<file path="src/rtl/rom_fetch_arbiter.sv">
// Shares one synchronous program ROM between instruction fetch (IF) and a data-read
// port (DP): one access at a time, IF priority with a DP anti-starvation override.
module rom_fetch_arbiter #(
  parameter int ADDR_W     = 16,
  parameter int DATA_W     = 16,
  parameter int ROM_LAT    = 1,
  parameter int ROM_DEPTH  = 256,
  parameter int STARVE_MAX = 4
) (
  input  logic              clk,
  input  logic              rst,
  input  logic              if_req,
  input  logic [ADDR_W-1:0] if_addr,
  output logic              if_gnt,
  output logic              if_valid,
  output logic [DATA_W-1:0] if_data,
  input  logic              dp_req,
  input  logic [ADDR_W-1:0] dp_addr,
  output logic              dp_gnt,
  output logic              dp_valid,
  output logic [DATA_W-1:0] dp_data,
  output logic              rom_CE,
  output logic              rom_OE,
  output logic [ADDR_W-1:0] rom_addr,
  input  logic [DATA_W-1:0] rom_dout,
  output logic              oob_flag
);

  typedef enum logic [1:0] {IDLE, ACCESS, CAPTURE} state_t;

  localparam int              CNT_W      = $clog2(STARVE_MAX + 1);
  localparam logic [CNT_W-1:0] STARVE_LIM = STARVE_MAX[CNT_W-1:0];
  localparam int              LAT_M1     = ROM_LAT - 1;
  localparam logic [1:0]      LAT_LAST   = LAT_M1[1:0];
  localparam logic [ADDR_W:0] DEPTH      = ROM_DEPTH[ADDR_W:0];

  state_t            state, next_state;
  logic [1:0]        lat_cnt;
  logic              owner_dp;
  logic [ADDR_W-1:0] addr_q;
  logic              oob_q;
  logic [CNT_W-1:0]  starve;
  logic              accept;
  logic              win_dp;
  logic [ADDR_W-1:0] win_addr;
  logic              in_access;
  logic              first_access;

  always_comb begin
    // NOTE: every output of this block gets a default first, so no latch is inferred.
    next_state   = state;
    accept       = 1'b0;
    win_dp       = dp_req && (!if_req || (starve == STARVE_LIM));
    win_addr     = win_dp ? dp_addr : if_addr;
    in_access    = (state == ACCESS);
    first_access = in_access && (lat_cnt == 2'd0);
    case (state)
      IDLE: begin
        if (if_req || dp_req) begin
          accept     = 1'b1;
          next_state = ACCESS;
        end
      end
      ACCESS: begin
        if (lat_cnt == LAT_LAST) next_state = CAPTURE;
      end
      CAPTURE: begin
        if (if_req || dp_req) begin
          accept     = 1'b1;
          next_state = ACCESS;
        end else begin
          next_state = IDLE;
        end
      end
      default: next_state = IDLE;
    endcase
    // Out-of-range accesses keep the chip deselected but otherwise time normally.
    if_gnt   = first_access && !owner_dp;
    dp_gnt   = first_access && owner_dp;
    rom_CE   = !(in_access && !oob_q);
    rom_OE   = !in_access;
    rom_addr = addr_q;
  end

  always_ff @(posedge clk or negedge rst) begin
    if (!rst) begin
      state   <= IDLE;
      lat_cnt <= 2'd0;
    end else begin
      // NOTE: sequential state uses non-blocking assignments only.
      state   <= next_state;
      lat_cnt <= (in_access && next_state == ACCESS) ? lat_cnt + 2'd1 : 2'd0;
    end
  end

  always_ff @(posedge clk or negedge rst) begin
    if (!rst) begin
      owner_dp <= 1'b0;
      addr_q   <= '0;
      oob_q    <= 1'b0;
      starve   <= '0;
      if_data  <= '0;
      dp_data  <= '0;
      if_valid <= 1'b0;
      dp_valid <= 1'b0;
      oob_flag <= 1'b0;
    end else begin
      if_valid <= 1'b0;
      dp_valid <= 1'b0;
      if (state == CAPTURE) begin
        if (owner_dp) begin
          dp_data  <= oob_q ? '0 : rom_dout;
          dp_valid <= 1'b1;
        end else begin
          if_data  <= oob_q ? '0 : rom_dout;
          if_valid <= 1'b1;
        end
        if (oob_q) oob_flag <= 1'b1;
      end
      if (accept) begin
        owner_dp <= win_dp;
        addr_q   <= win_addr;
        oob_q    <= ({1'b0, win_addr} >= DEPTH);
      end
      // The starve count only measures IF grants taken while DP is actually waiting.
      if (!dp_req || (accept && win_dp)) starve <= '0;
      else if (accept && starve != STARVE_LIM) starve <= starve + CNT_W'(1);
    end
  end

endmodule

</file>
<file path="config.mk">
export PLATFORM = sky130hd
export DESIGN_NAME = rom_fetch_arbiter
export DESIGN_NICKNAME = d
export VERILOG_FILES = /design/src/rtl/rom_fetch_arbiter.sv
export SDC_FILE = /design/constraint.sdc
export NUM_CORES = 1
export LEC_CHECK = 0
export BUFFER_PORTS_ARGS = -buffer_cell sky130_fd_sc_hd__buf_2
export CELL_PAD_IN_SITES_DETAIL_PLACEMENT = 0
export CELL_PAD_IN_SITES_GLOBAL_PLACEMENT = 2
export CORE_ASPECT_RATIO = 0.7
export CORE_MARGIN = 2
export CORE_UTILIZATION = 28
export CTS_CLUSTER_DIAMETER = 60
export DETAILED_ROUTE_END_ITERATION = 16
export PLACE_DENSITY_LB_ADDON = 0.25
export SLEW_MARGIN = 5
export SYNTH_ARGS = -nofsm -noshare
export SYNTH_HDL_FRONTEND = slang
export SYNTH_SLANG_ARGS = --single-unit
</file>
<file path="constraint.sdc">
create_clock -name clk -period 1.6 [get_ports clk]
set_clock_uncertainty 0.05 [all_clocks]
set_input_delay 0.08 -clock clk [delete_from_list [all_inputs] [get_ports clk]]
set_output_delay 0.08 -clock clk [all_outputs]
set_load 0.02 [all_outputs]
</file>
-- Word level (Yosys, flattened, before mapping)
Cells that the tools add are included.
W data, S select, Z words.
- logic and storage cells: 59
- input port bits: 52
- bits in registers: 60
- output and inout bits: 55
- reductions and logical operators: 24
- add/sub/neg operators: 2
- eq/ne operators: 5
- mux-type cells: 15
- order comparisons: 1
- bitwise gates (word level): 1
- operator list (kind ; count):
    $mux W16 ; 2
    $ge A16 B9 Y1 const B ; 1
    $logic_and A1 B1 Y1 ; 8
    $mux W1 ; 7
    $logic_not A1 Y1 ; 6
    $mux W2 ; 3
    $mux W3 ; 2
    $pmux W2 S3 ; 1
    $reduce_and A2 Y1 ; 3
    $eq A2 B1 Y1 const B ; 2
    $logic_not A2 Y1 ; 2
    $add A3 B1 Y3 const B ; 1
    $eq A3 B3 Y1 const B ; 1
    $logic_or A1 B1 Y1 ; 3
    $ne A3 B3 Y1 const B ; 1
    $add A2 B1 Y2 const B ; 1
    $eq A2 B2 Y1 const B ; 1
    $reduce_bool A2 Y1 ; 1
    $reduce_or A2 Y1 ; 1
    $not A1 Y1 ; 1

-- Logic depth before layout (Yosys ltp)
- depth after elaboration: 6
- depth in mapped cells: 7
- depth with buffers taken out: 5

-- Worst setup path after synthesis
Ideal clock, no wire load.
- path kind: register -> register
- from: reg starve[0]
- to: reg addr_q[14] (netlist: rom_addr[14])
- buffers on the path: 2
- library setup time: 130 ps
- stages on the path, launching flop included: 8
- data arrival time: 1261 ps
- slack: 159 ps
- data required time: 1420 ps
- period minus slack after synthesis: 1441 ps
- cells stage by stage: dfrtp_1 -> inv_1 -> ha_1 -> a21bo_2 -> buf_4 -> buf_2 -> nand3_1 -> a31oi_1
- longest elaborated chain between the ends: 4
- ends and longest elaborated chain (what ; RTL line ; source):
    start, declared ; 42 ; logic [CNT_W-1:0] starve;
    start signal, assigned ; 127 ; else if (accept && starve != STARVE_LIM) starve <= starve + CNT_W'(1);
    $eq A3 B3 Y1 ; 53 ; win_dp = dp_req && (!if_req || (starve == STARVE_LIM));
    $logic_or A1 B1 Y1 ; 53 ;
    $logic_and A1 B1 Y1 ; 53 ;
    $mux W16 ; 54 ; win_addr = win_dp ? dp_addr : if_addr;
    end signal, assigned ; 122 ; addr_q <= win_addr;
    end, declared ; 40 ; logic [ADDR_W-1:0] addr_q;
No other way between the ends.
A chain may end at the register's enable or synchronous reset.

-- Final worst setup path
- from: reg starve[0]
- to: reg addr_q[12] (netlist: rom_addr[12])
The elaborated chain is that of the path after synthesis.

==> report_table.html <==
<table>
<tr><th>Metric</th><th>Value</th></tr>
<tr><th colspan="2">Status</th></tr>
<tr><td>Outcome</td><td>completed</td></tr>
<tr><th colspan="2">Detailed routing</th></tr>
<tr><td>Drt first pass iters</td><td>4</td></tr>
<tr><td>Iteration-0 DRC Markers</td><td>184</td></tr>
<tr><td>Post-DR wirelength/cell</td><td>14.2 um</td></tr>
<tr><td>ANT nets after route</td><td>0</td></tr>
<tr><td>Post-route DRC violation count</td><td>0</td></tr>
<tr><td>Vias per Instance</td><td>4.50</td></tr>
<tr><td>Total length of routed wires</td><td>7.78 mm</td></tr>
<tr><td>DR vias</td><td>2462</td></tr>
<tr><th colspan="2">Logic synthesis</th></tr>
<tr><td>Main combinational cell family by area after synthesis</td><td>simple AND/OR/NAND/NOR gates</td></tr>
<tr><td>Cells taking the most area after synthesis</td><td>sky130_fd_sc_hd__dfrtp_1 (56%), sky130_fd_sc_hd__o21ai_0 (6.3%), sky130_fd_sc_hd__nand2_1 (4.9%), sky130_fd_sc_hd__o21ai_2 (4.2%), sky130_fd_sc_hd__nand2b_1 (3.9%)</td></tr>
<tr><td>Main flop type after synthesis</td><td>sky130_fd_sc_hd__dfrtp_1</td></tr>
<tr><td>Synthesized netlist cell count</td><td>272</td></tr>
<tr><td>Share of the synthesized area in the top cell type</td><td>55.8%</td></tr>
<tr><td>Post-synthesis compound-gate area fraction</td><td>18.1%</td></tr>
<tr><td>Mapped Area</td><td>0.00269 mm2</td></tr>
<tr><td>Number of distinct library cells after synthesis</td><td>33</td></tr>
<tr><td>Adder-Cell Fraction of Synth Area</td><td>1.39%</td></tr>
<tr><td>Mux share of post-synthesis cell area</td><td>0%</td></tr>
<tr><td>Synthesis Warnings</td><td>0</td></tr>
<tr><td>Share of synthesized registers carrying an async set or reset</td><td>100%</td></tr>
<tr><td>Register area share after synthesis</td><td>55.8%</td></tr>
<tr><td>Synth area leader</td><td>sky130_fd_sc_hd__dfrtp_1</td></tr>
<tr><td>Area share of xor/xnor cells in the synthesized design</td><td>0%</td></tr>
<tr><td>Synth Area in Simple Gates</td><td>18.4%</td></tr>
<tr><td>Total of flip-flops plus latches after synthesis</td><td>60</td></tr>
<tr><td>Number of synthesized flops with an enable pin</td><td>0</td></tr>
<tr><td>Synthesized netlist net count</td><td>327</td></tr>
<tr><td>Synthesized area divided by synthesized cell count</td><td>9.90 um2</td></tr>
<tr><th colspan="2">CTS</th></tr>
<tr><td>Number of buffers on the longest clock path</td><td>2</td></tr>
<tr><td>Clk Latency, worst-skew pair</td><td>0.32 ns</td></tr>
<tr><td>Clock input transition at the sequential cells of the worst setup and hold paths</td><td>0.05 ns</td></tr>
<tr><td>Cell at the root of the clock tree</td><td>sky130_fd_sc_hd__clkbuf_16</td></tr>
<tr><td>Number of buffers added by the clock tree synthesis step</td><td>9</td></tr>
<tr><td>CTS tree</td><td>yes</td></tr>
<tr><td>CTS H-tree depth</td><td>3</td></tr>
<tr><td>Total number of clock tree sinks</td><td>60</td></tr>
<tr><th colspan="2">Timing</th></tr>
<tr><td>Shortest period the worst path allows</td><td>1.48 ns</td></tr>
<tr><td>Setup-failing EPs final</td><td>0</td></tr>
<tr><td>Least-Margin Pin Slew</td><td>0.439 ns</td></tr>
<tr><td>Final hold slack</td><td>0.0106 ns</td></tr>
<tr><td>Post-route clock period utilization</td><td>92.4%</td></tr>
<tr><td>Final number of hold-violating endpoints</td><td>0</td></tr>
<tr><td>Worst setup slack after layout</td><td>0.122 ns</td></tr>
<tr><td>Final-report max-slew violation count</td><td>0</td></tr>
<tr><td>Max-Slew Margin vs Limit</td><td>70.5%</td></tr>
<tr><td>Highest clock rate</td><td>677 MHz</td></tr>
<tr><th colspan="2">GRT</th></tr>
<tr><td>Number of antenna violations at the first check in global routing</td><td>0</td></tr>
<tr><td>Wire length of the first global-routing pass</td><td>12.7 mm</td></tr>
<tr><td>Vias in the first global route</td><td>2507</td></tr>
<tr><td>Maximum number of pins on one net before global-route repair</td><td>61</td></tr>
<tr><td>Grt total ovfl</td><td>0</td></tr>
<tr><td>Global-route usage over all layers</td><td>15.9%</td></tr>
<tr><th colspan="2">Min path</th></tr>
<tr><td>Class of the worst hold path</td><td>input pin to flip-flop</td></tr>
<tr><th colspan="2">Cells and area</th></tr>
<tr><td>Commonest non-fill, non-tap cell in the layout</td><td>sky130_fd_sc_hd__buf_2</td></tr>
<tr><td>Area overhead of the layout relative to synthesis</td><td>51.5%</td></tr>
<tr><td>Leading cell types in the layout, fill and taps excluded</td><td>sky130_fd_sc_hd__buf_2 (105), sky130_fd_sc_hd__dfrtp_1 (59), sky130_fd_sc_hd__dlygate4sd3_1 (40)</td></tr>
<tr><td>ANT cells</td><td>0</td></tr>
<tr><td>Final Net Count</td><td>474</td></tr>
<tr><td>Fill count</td><td>923</td></tr>
<tr><td>Area of the multi-input gates</td><td>0.00105 mm2</td></tr>
<tr><td>Layout cell share with drive strength beyond 1</td><td>35.9%</td></tr>
<tr><td>Footprint of the flip-flops and latches</td><td>0.00150 mm2</td></tr>
<tr><th colspan="2">Critical path</th></tr>
<tr><td>Worst endpoint required time</td><td>1.79 ns</td></tr>
<tr><td>Data arrival at the endpoint of the critical path</td><td>1.67 ns</td></tr>
<tr><td>Crit Path Category</td><td>flip-flop to flip-flop</td></tr>
<tr><td>Type of destination of the critical path</td><td>flip-flop</td></tr>
<tr><td>Biggest fanout along the worst timing path</td><td>13</td></tr>
<tr><td>Worst Setup Start Kind</td><td>flip-flop</td></tr>
<tr><th colspan="2">Placement</th></tr>
<tr><td>Buffers added on ports</td><td>106</td></tr>
<tr><td>Routability-driven placement congestion ratio</td><td>0.789</td></tr>
<tr><td>Worst slack, placed</td><td>0.0949 ns</td></tr>
<tr><td>Final HPWL from detailed placement</td><td>5.09 mm</td></tr>
<tr><th colspan="2">Die</th></tr>
<tr><td>Die extent in x</td><td>121 um</td></tr>
<tr><td>DIE HEIGHT</td><td>86.0 um</td></tr>
<tr><td>Initial core utilization</td><td>29.2%</td></tr>
<tr><td>Row cnt</td><td>29</td></tr>
<tr><td>Core Area</td><td>0.00922 mm2</td></tr>
<tr><td>Boundary Pins</td><td>107</td></tr>
<tr><td>Area enclosed by the die boundary</td><td>0.0104 mm2</td></tr>
<tr><th colspan="2">Flow run</th></tr>
<tr><td>Max-cap check violation count</td><td>0</td></tr>
<tr><th colspan="2">Power and ir drop</th></tr>
<tr><td>Max IR drop VDD</td><td>0.666 mV</td></tr>
<tr><td>Power density over cell area</td><td>1430 mW/mm2</td></tr>
<tr><td>Leakage power</td><td>1.94 nW</td></tr>
</table>
[stage by stage]
step,setup TNS (ns),util [%],power [mW],area [um2],std cells
after floorplan,0,-,3.26,2690,272
after global placement,0,36.5,3.93,3360,492
after detailed placement,0,36.5,3.95,3360,492
after CTS,0,44.0,5.92,4050,547
after global routing,-0.0119,44.3,6.22,4080,547
final,0,44.3,5.83,4080,547
[synthesized netlist by cell type (2+ instances only)]
| cell type | count |
|---|---|
| sky130_fd_sc_hd__a31oi_1 | 16 |
| sky130_fd_sc_hd__dfrtp_1 | 60 |
| sky130_fd_sc_hd__nor2_1 | 16 |
| sky130_fd_sc_hd__and2_1 | 2 |
| sky130_fd_sc_hd__inv_1 | 9 |
| sky130_fd_sc_hd__a31o_2 | 2 |
| sky130_fd_sc_hd__o21ai_1 | 3 |
| sky130_fd_sc_hd__nor3b_1 | 3 |
| sky130_fd_sc_hd__o21ai_2 | 13 |
| sky130_fd_sc_hd__nand2_1 | 35 |
| sky130_fd_sc_hd__buf_2 | 7 |
| sky130_fd_sc_hd__nor4_1 | 4 |
| sky130_fd_sc_hd__o21ai_0 | 34 |
| sky130_fd_sc_hd__a21oi_1 | 3 |
| sky130_fd_sc_hd__clkbuf_1 | 8 |
| sky130_fd_sc_hd__buf_6 | 4 |
| sky130_fd_sc_hd__nand3_1 | 18 |
| sky130_fd_sc_hd__ha_1 | 3 |
| sky130_fd_sc_hd__nor2b_1 | 2 |
| sky130_fd_sc_hd__nand2b_1 | 17 |
[sequential cells by signal, indices dropped and copies added (netlist names)]
name	flops
rom_addr	16
if_valid	1
dp_valid	1
oob_flag	1
owner_dp	1
starve	3
if_data	16
state	2
oob_q	1
dp_data	16
lat_cnt	2
[repair_timing]
item | CTS | global route
pin swaps | 0 | 1
hold buffers | 40 | 0
gates resized for setup | 2 | 5
hold endpoints to repair | 92 | 0
setup buffers | 0 | 0
setup endpoints to repair | 2 | 7
[critical path, stage by stage, from the launching register on]
cell and delay, ns:
sky130_fd_sc_hd__dfrtp_1 0.37, sky130_fd_sc_hd__inv_1 0.07, sky130_fd_sc_hd__ha_1 0.24, sky130_fd_sc_hd__a21boi_2 0.18, sky130_fd_sc_hd__buf_4 0.21, sky130_fd_sc_hd__o21ai_0 0.10
sky130_fd_sc_hd__a31oi_1 0.17
[final timing paths]
check | from | endpoint | slack (ns) | cells after the start
max | starve[0] | rom_addr[12] | 0.12 | 6
min in group asynchronous | rst | rom_addr[5] | 0.25 | 3
min | dp_addr[7] | rom_addr[7] | 0.01 | 3
min reg2reg | lat_cnt[0] | lat_cnt[0] | 0.38 | 1
max reg2reg | starve[0] | rom_addr[12] | 0.12 | 6
max in group asynchronous | rst | oob_q | 0.96 | 3
[cells by family (layout without fill, tap and decap cells)]
family / after synthesis / after routing
AOI/OAI and AO/OA: 77 / 77
adders and majority gates: 3 / 3
buffers and inverters: 30 / 181
DFF: 60 / 60
and+or+nand+nor: 102 / 102
[final cells by class]
| type | count | area share, % |
|---|---|---|
| tap | 124 | 3.80 |
| inverter | 9 | 0.828 |
| timing repair buffer | 157 | 25.8 |
| clock inverter | 1 | 0.123 |
| sequential | 60 | 36.8 |
| multi-input combinational | 182 | 25.6 |
| clock buffer | 14 | 6.96 |
[report_power, final]
group | internal [mW] | switching [mW]
Sequential | 1.94 | 0.238
Combinational | 0.683 | 1.12
Clock | 1.21 | 0.645
Total | 3.82 | 2.00
[metal layers]
layer  share of wire (%)  wire (um)  GRT usage [%]  vias to the layer above
met5                   0          0              0                        -
met4                 1.2         95           5.64                        0
met3                 5.9        459           5.19                       10
met2                  44       3460           23.8                       68
met1                  48       3770           21.7                     1145
li1                    -          -              -                     1239
(Power assumes the default switching activity.)
